--- src/rtl/alu_pkg.sv ---
// Shared definitions for the execute stage: ALU op codes, the 4-bit function
// code set, pipeline stage states and the datapath width.
package alu_pkg;

  localparam int DW = 16;

  typedef enum logic [2:0] {
    ALU_ROL = 3'd0,
    ALU_SLL = 3'd1,
    ALU_ROR = 3'd2,
    ALU_SRA = 3'd3,
    ALU_ADD = 3'd4,
    ALU_OR  = 3'd5,
    ALU_XOR = 3'd6,
    ALU_AND = 3'd7
  } alu_op_t;

  typedef enum logic [3:0] {
    FN_ADD  = 4'd0,
    FN_SUB  = 4'd1,
    FN_XOR  = 4'd2,
    FN_ANDN = 4'd3,
    FN_ROL  = 4'd4,
    FN_SLL  = 4'd5,
    FN_ROR  = 4'd6,
    FN_SRA  = 4'd7,
    FN_OR   = 4'd8,
    FN_AND  = 4'd9,
    FN_SEQ  = 4'd10,
    FN_SLT  = 4'd11,
    FN_SLE  = 4'd12,
    FN_SCO  = 4'd13,
    FN_BTR  = 4'd14,
    FN_LBI  = 4'd15
  } func_t;

  typedef enum logic {
    ST_EMPTY = 1'b0,
    ST_FULL  = 1'b1
  } stage_t;

  function automatic logic [DW-1:0] bit_rev(input logic [DW-1:0] v);
    logic [DW-1:0] r;
    for (int i = 0; i < DW; i++) begin
      r[i] = v[DW-1-i];
    end
    return r;
  endfunction

endpackage

--- src/rtl/ALU.sv ---
// 16-bit combinational ALU: optional operand inversion, add with carry-in,
// logic ops, and rotates/shifts of A by B[3:0].
module ALU
  import alu_pkg::*;
(
  input  logic [DW-1:0] a,
  input  logic [DW-1:0] b,
  input  logic          cin,
  input  alu_op_t       op,
  input  logic          invA,
  input  logic          invB,
  input  logic          sign,
  output logic [DW-1:0] out,
  output logic          ofl,
  output logic          zero
);

  logic [DW-1:0] op_a;
  logic [DW-1:0] op_b;
  logic [DW:0]   sum;
  logic [3:0]    sh;
  logic [4:0]    sh_inv;

  always_comb begin
    op_a   = invA ? ~a : a;
    op_b   = invB ? ~b : b;
    sum    = {1'b0, op_a} + {1'b0, op_b} + {{DW{1'b0}}, cin};
    sh     = op_b[3:0];
    sh_inv = 5'(DW) - {1'b0, sh};
    out    = '0;
    ofl    = 1'b0;
    case (op)
      ALU_ROL: out = (op_a << sh) | (op_a >> sh_inv);
      ALU_SLL: out = op_a << sh;
      ALU_ROR: out = (op_a >> sh) | (op_a << sh_inv);
      ALU_SRA: out = $signed(op_a) >>> sh;
      ALU_ADD: begin
        out = sum[DW-1:0];
        // Signed: operands agree in sign but the sum does not. Unsigned: carry out.
        ofl = sign ? ((op_a[DW-1] == op_b[DW-1]) && (sum[DW-1] != op_a[DW-1]))
                   : sum[DW];
      end
      ALU_OR:  out = op_a | op_b;
      ALU_XOR: out = op_a ^ op_b;
      ALU_AND: out = op_a & op_b;
      default: out = '0;
    endcase
    zero = (out == '0);
  end

endmodule

--- src/rtl/alu_exec.sv ---
// Execute stage: S1 holds the decoded request and feeds the ALU/bypass logic,
// S2 registers the result, overflow and zero flag for the writeback mux.
module alu_exec
  import alu_pkg::*;
(
  input  logic          clk,
  input  logic          rst_n,
  input  logic          in_valid,
  output logic          in_ready,
  input  logic [3:0]    in_func,
  input  logic [DW-1:0] in_a,
  input  logic [DW-1:0] in_b,
  output logic          out_valid,
  input  logic          out_ready,
  output logic [DW-1:0] out_result,
  output logic          out_ofl,
  output logic          out_zero
);

  // Handshake: a transfer happens on a rising edge where valid && ready; the
  // producer holds its payload while valid && !ready, and S2 never changes
  // while out_valid && !out_ready.
  stage_t        s1_state_q, s1_state_d;
  stage_t        s2_state_q, s2_state_d;
  func_t         s1_func_q, s1_func_d;
  logic [DW-1:0] s1_a_q, s1_a_d;
  logic [DW-1:0] s1_b_q, s1_b_d;
  logic [DW-1:0] s2_result_q, s2_result_d;
  logic          s2_ofl_q, s2_ofl_d;
  logic          s2_zero_q, s2_zero_d;

  logic          s1_advance;
  logic          in_fire;

  alu_op_t       alu_op;
  logic          alu_inv_a;
  logic          alu_inv_b;
  logic          alu_cin;
  logic          alu_sign;
  logic [DW-1:0] alu_out;
  logic          alu_ofl;
  logic          alu_zero;

  logic          sub_neg;
  logic          a_lt_b;
  logic          a_le_b;
  logic [DW-1:0] sco_wrap;
  logic          sco_carry;
  logic [DW-1:0] ex_result;
  logic          ex_ofl;

  // Decoder: compares run b - a through the SUB path with signed overflow.
  always_comb begin
    alu_op    = ALU_ADD;
    alu_inv_a = 1'b0;
    alu_inv_b = 1'b0;
    alu_cin   = 1'b0;
    alu_sign  = 1'b0;
    case (s1_func_q)
      FN_ADD:  alu_sign = 1'b1;
      FN_SUB, FN_SEQ, FN_SLT, FN_SLE: begin
        alu_inv_a = 1'b1;
        alu_cin   = 1'b1;
        alu_sign  = 1'b1;
      end
      FN_XOR:  alu_op = ALU_XOR;
      FN_ANDN: begin
        alu_op    = ALU_AND;
        alu_inv_b = 1'b1;
      end
      FN_ROL:  alu_op = ALU_ROL;
      FN_SLL:  alu_op = ALU_SLL;
      FN_ROR:  alu_op = ALU_ROR;
      FN_SRA:  alu_op = ALU_SRA;
      FN_OR:   alu_op = ALU_OR;
      FN_AND:  alu_op = ALU_AND;
      default: alu_op = ALU_ADD;
    endcase
  end

  ALU u_alu (
    .a    (s1_a_q),
    .b    (s1_b_q),
    .cin  (alu_cin),
    .op   (alu_op),
    .invA (alu_inv_a),
    .invB (alu_inv_b),
    .sign (alu_sign),
    .out  (alu_out),
    .ofl  (alu_ofl),
    .zero (alu_zero)
  );

  // The true sign of b - a is the result MSB corrected by overflow.
  always_comb begin
    sub_neg   = alu_out[DW-1] ^ alu_ofl;
    a_lt_b    = !sub_neg && !alu_zero;
    a_le_b    = !sub_neg;
    sco_wrap  = s1_a_q + s1_b_q;
    sco_carry = (sco_wrap < s1_a_q);
    ex_ofl    = 1'b0;
    ex_result = alu_out;
    case (s1_func_q)
      FN_ADD, FN_SUB: ex_ofl = alu_ofl;
      FN_SEQ:  ex_result = {{(DW-1){1'b0}}, alu_zero};
      FN_SLT:  ex_result = {{(DW-1){1'b0}}, a_lt_b};
      FN_SLE:  ex_result = {{(DW-1){1'b0}}, a_le_b};
      FN_SCO:  ex_result = {{(DW-1){1'b0}}, sco_carry};
      FN_BTR:  ex_result = bit_rev(s1_a_q);
      FN_LBI:  ex_result = s1_b_q;
      default: ex_result = alu_out;
    endcase
  end

  always_comb begin
    s1_advance = (s2_state_q == ST_EMPTY) || out_ready;
    in_ready   = (s1_state_q == ST_EMPTY) || s1_advance;
    in_fire    = in_valid && in_ready;

    s1_state_d = s1_state_q;
    s1_func_d  = s1_func_q;
    s1_a_d     = s1_a_q;
    s1_b_d     = s1_b_q;
    if (in_ready) begin
      s1_state_d = in_valid ? ST_FULL : ST_EMPTY;
    end
    if (in_fire) begin
      s1_func_d = func_t'(in_func);
      s1_a_d    = in_a;
      s1_b_d    = in_b;
    end

    s2_state_d  = s2_state_q;
    s2_result_d = s2_result_q;
    s2_ofl_d    = s2_ofl_q;
    if (s1_advance) begin
      s2_state_d = s1_state_q;
      if (s1_state_q == ST_FULL) begin
        s2_result_d = ex_result;
        s2_ofl_d    = ex_ofl;
      end
    end
    s2_zero_d = (s2_result_d == '0);
  end

  always_ff @(posedge clk or negedge rst_n) begin
    if (!rst_n) begin
      s1_state_q  <= ST_EMPTY;
      s2_state_q  <= ST_EMPTY;
      s1_func_q   <= FN_ADD;
      s1_a_q      <= '0;
      s1_b_q      <= '0;
      s2_result_q <= '0;
      s2_ofl_q    <= 1'b0;
      s2_zero_q   <= 1'b0;
    end else begin
      s1_state_q  <= s1_state_d;
      s2_state_q  <= s2_state_d;
      s1_func_q   <= s1_func_d;
      s1_a_q      <= s1_a_d;
      s1_b_q      <= s1_b_d;
      s2_result_q <= s2_result_d;
      s2_ofl_q    <= s2_ofl_d;
      s2_zero_q   <= s2_zero_d;
    end
  end

  assign out_valid  = (s2_state_q == ST_FULL);
  assign out_result = s2_result_q;
  assign out_ofl    = s2_ofl_q;
  assign out_zero   = s2_zero_q;

endmodule

--- config.mk ---
export PLATFORM = sky130hd
export DESIGN_NAME = alu_exec
export DESIGN_NICKNAME = d
export VERILOG_FILES = /design/src/rtl/alu_pkg.sv /design/src/rtl/ALU.sv /design/src/rtl/alu_exec.sv
export SDC_FILE = /design/constraint.sdc
export NUM_CORES = 1
export LEC_CHECK = 0
export CORE_MARGIN = 2
export CORE_UTILIZATION = 51
export CTS_BUF_LIST = sky130_fd_sc_hd__clkbuf_4
export CTS_CLUSTER_SIZE = 24
export DETAILED_ROUTE_END_ITERATION = 8
export PLACE_DENSITY = 0.77
export SYNTH_ARGS = -nofsm -noshare
export SYNTH_HDL_FRONTEND = slang
export SYNTH_HIERARCHICAL = 1
export SYNTH_SLANG_ARGS = --single-unit
export TNS_END_PERCENT = 20
--- constraint.sdc ---
create_clock -name clk -period 7.7 [get_ports clk]
set_input_delay 1.54 -clock clk [delete_from_list [all_inputs] [get_ports clk]]
set_output_delay 1.54 -clock clk [all_outputs]
set_load 0.01 [all_outputs]
==> results.toml <==
[cts]
clock_path_buffers = 2
cts-resized-gates = 0
postCtsHoldBufs = 0
clock_latency_ns = 0.40
cts_sinks = 56
clk_pin_slew_ns = 0.16
post_cts_buffers = 0
htree_levels = 2
cts_tree = "yes"
cts_made_buffers = 5
clockRootBuffer = "clkbuf_4"

[sta]
rsz0062_at_grt = "no"
fin_worst_skew_ns = 0.0152
maxSlewViolCount = 0
finalWorstSetupSlack_ns = 1.42
hold_viol = 0
finalSetupTns_ns = 0
slew_headroom_pct = 23.3
whs_ns = 0.538
max_slew.worst_pin.slew_ns = 1.15
fin_crit_sh_pct = 81.5
fin_crit_ns = 6.28
fmax_mhz = 159
finalSetupViolCount = 0

[global_routing]
antenna_found_initial = 0
grt_pass1_wl_mm = 57.8
grt-ovfl-total = 0
grt_start_max_net_pins = 57
track_usage_pct = 41.9
grt_pass1_vias = 9261

[placed_design]
pre_cts_ws_ns = 1.67
postPlaceCellArea_um2 = 9770
hpwlAfterDp_mm = 29.6
gp_congestion = 1.04
port-buffer-count = 59

[finish]
nNetsFinal = 1274
n_fill_cell = 1618
mostFrequentLayoutCells = "nand2_1 (105), a21oi_1 (104), o21ai_0 (82)"
antennaDiodeCount = 0
mostFrequentLayoutCell = "nand2_1"
multiInputGateArea_um2 = 7020
syn_to_final_growth_pct = 9.18
drive_gt1_share_pct = 8.21
final_area_um2 = 9850
seq_area_um2 = 1400
final_util_pct = 56.9

[pwr]
switching_power_mw = 1.88
p_sw_share_pct = 56.2
internal-power_mw = 1.46
power_frac_comb_pct = 80.7
vdd_ir_drop_max_mv = 0.177
power_density_nw_per_um2 = 340
power.leakage_nw = 4.11
pwr-share-clk_pct = 4.9
sequentialPowerShare_pct = 14.3

[floorplan]
die_h_um = 137
num_io_pins = 60
coreArea_um2 = 17300
initial_core_util_pct = 52.1
dieArea_um2 = 18800
rows = 48
dieWidth_um = 137

[logic_synthesis]
ys_ff_latch = 56
synthDistinctLibCells = 92
ys_seq_area_share_pct = 15.5
syn-cell-area_um2 = 9020
synth_warnings = 6
async_flop_share_pct = 100
syn_area_per_cell_um2 = 7.86
syn_nets = 1252
netlist_instances = 1147
synth_ff_type = "dfrtp_1"
synth_edf_count = 0

[critical_path]
crit_arrival_ns = 6.56
cp.required_ns = 7.98
worstSetupStartpoint = "s1_func_q[1]"
reg2reg_setup_slack_ns = 1.42
path_class = "register to register"
worstSetupEndpointType = "register"
critPathMaxFanout = 19
setup.worst_path.start_class = "register"
rr_startpoint = "s1_func_q[1]"

[run_status]
status = "complete, no violations"

[routing]
drt-pass1-iter-count = 8
avgViaCountPerCell = 7.18
drt_iter0_drc = 1415
drc_errors = 0
wl_mm = 39.1
vias = 10021
ant_nets = 0
wire_per_inst_um = 28.0

[hold_path]
min_from = "out_ofl"
hold_class = "register to register"

[job]
maxCapViolations = 0
## worst max-delay path, stage by stage (launching register included)
cell and delay, ns:
dfrtp_1 0.53, inv_1 0.14, nand2_1 0.13, o31ai_4 0.77, buf_4 0.35, nand2b_1 0.15
nand2_1 0.13, fa_1 0.41, inv_1 0.08, fa_1 0.20, nor2b_1 0.06, o21ai_0 0.36
a21oi_1 0.16, or3_1 0.34, a31oi_1 0.27, a21oi_1 0.11, a21o_1 0.23, a2111o_1 0.39
nor4_1 0.24, nor4b_2 0.34, nand2_1 0.09, o21ai_0 0.09, a21oi_1 0.07, o311ai_1 0.40
nor4_2 0.10
## path summary, 6_finish.rpt
kind,to,cells after the start
max reg2reg,out_zero,24
min reg2reg,out_ofl,2
min in group asynchronous,s1_b_q[9],2
max in group asynchronous,out_zero,2
max,out_zero,24
min,out_ofl,2
## power by group through the flow
| stage | Combinational (mW) | Clock [mW] | Sequential, mW |
|---|---|---|---|
| 2_1_floorplan | 1.77 | 0 | 0.437 |
| 3_3_place_gp | 2.57 | 0 | 0.477 |
| 3_5_place_dp | 2.57 | 0 | 0.478 |
| 4_1_cts | 2.59 | 0.166 | 0.474 |
| 5_1_grt | 2.84 | 0.177 | 0.485 |
| 6_report | 2.70 | 0.165 | 0.480 |
## layer usage
metal	share of wire, %	vias to the layer above	track usage, %
met5	0	-	0
met4	6.9	0	24.5
met3	12	162	10.0
met2	43	801	63.2
met1	39	4722	54.5
li1	-	4336	-
## layout make-up
type | instances | area share (%)
repair buffers | 89 | 8.23
multi-input cells | 949 | 71.3
flip-flops and latches | 56 | 14.2
clock buffers | 5 | 0.381
clock inverters | 3 | 0.432
well taps | 225 | 2.86
inverters | 68 | 2.59
## metrics by stage
stage / total power, mW / std cells
floorplan: 2.21 / 1147
global placement: 3.05 / 1387
detailed placement: 3.04 / 1387
CTS: 3.23 / 1395
global route: 3.50 / 1395
finish: 3.34 / 1395
## synth_stat cells, drive strengths merged, types with 8 or more instances
| cell | count | area [µm²] |
|---|---|---|
| or3 | 8 | 50.1 |
| nor2 | 70 | 263 |
| nor2b | 13 | 81.3 |
| dfrtp | 56 | 1400 |
| a31oi | 15 | 93.8 |
| mux2i | 25 | 250 |
| o21ai | 98 | 494 |
| o2111ai | 8 | 70.1 |
| o22ai | 17 | 106 |
| o211ai | 15 | 113 |
| nand2b | 45 | 284 |
| a21oi | 106 | 538 |
| buf | 40 | 246 |
| nand2 | 106 | 400 |
| nor3 | 8 | 40.0 |
| mux2 | 38 | 428 |
| or2 | 15 | 93.8 |
| nor4 | 8 | 62.6 |
| clkbuf | 34 | 128 |
| inv | 67 | 251 |
| xor2 | 24 | 225 |
| a22oi | 10 | 80.1 |
| a221oi | 11 | 103 |
| a21o | 20 | 150 |
| mux4 | 26 | 586 |
| nand3 | 24 | 120 |
| xnor2 | 26 | 228 |
| o21a | 8 | 60.1 |
| o31ai | 11 | 82.6 |
| a222oi | 16 | 160 |
| ha | 62 | 776 |
## registers in the layout, indices dropped and copies added, names as in the netlist
register	count
out_result	16
s1_a_q	16
s1_b_q	16
s1_func_q	4
out_ofl	1
out_valid	1
out_zero	1
s1_state_q	1
## logic make-up after synthesis
kind of cell | synth area share, %
xor gates and xnor gates | 5.53
muxes | 14.0
adders and majority gates | 9.27
DFF | 15.5
and+or+nand+nor | 18.2
buffers and inverters | 6.98
AOI/OAI and AO/OA | 30.5
No activity file was read; power rests on OpenSTA's default activity.
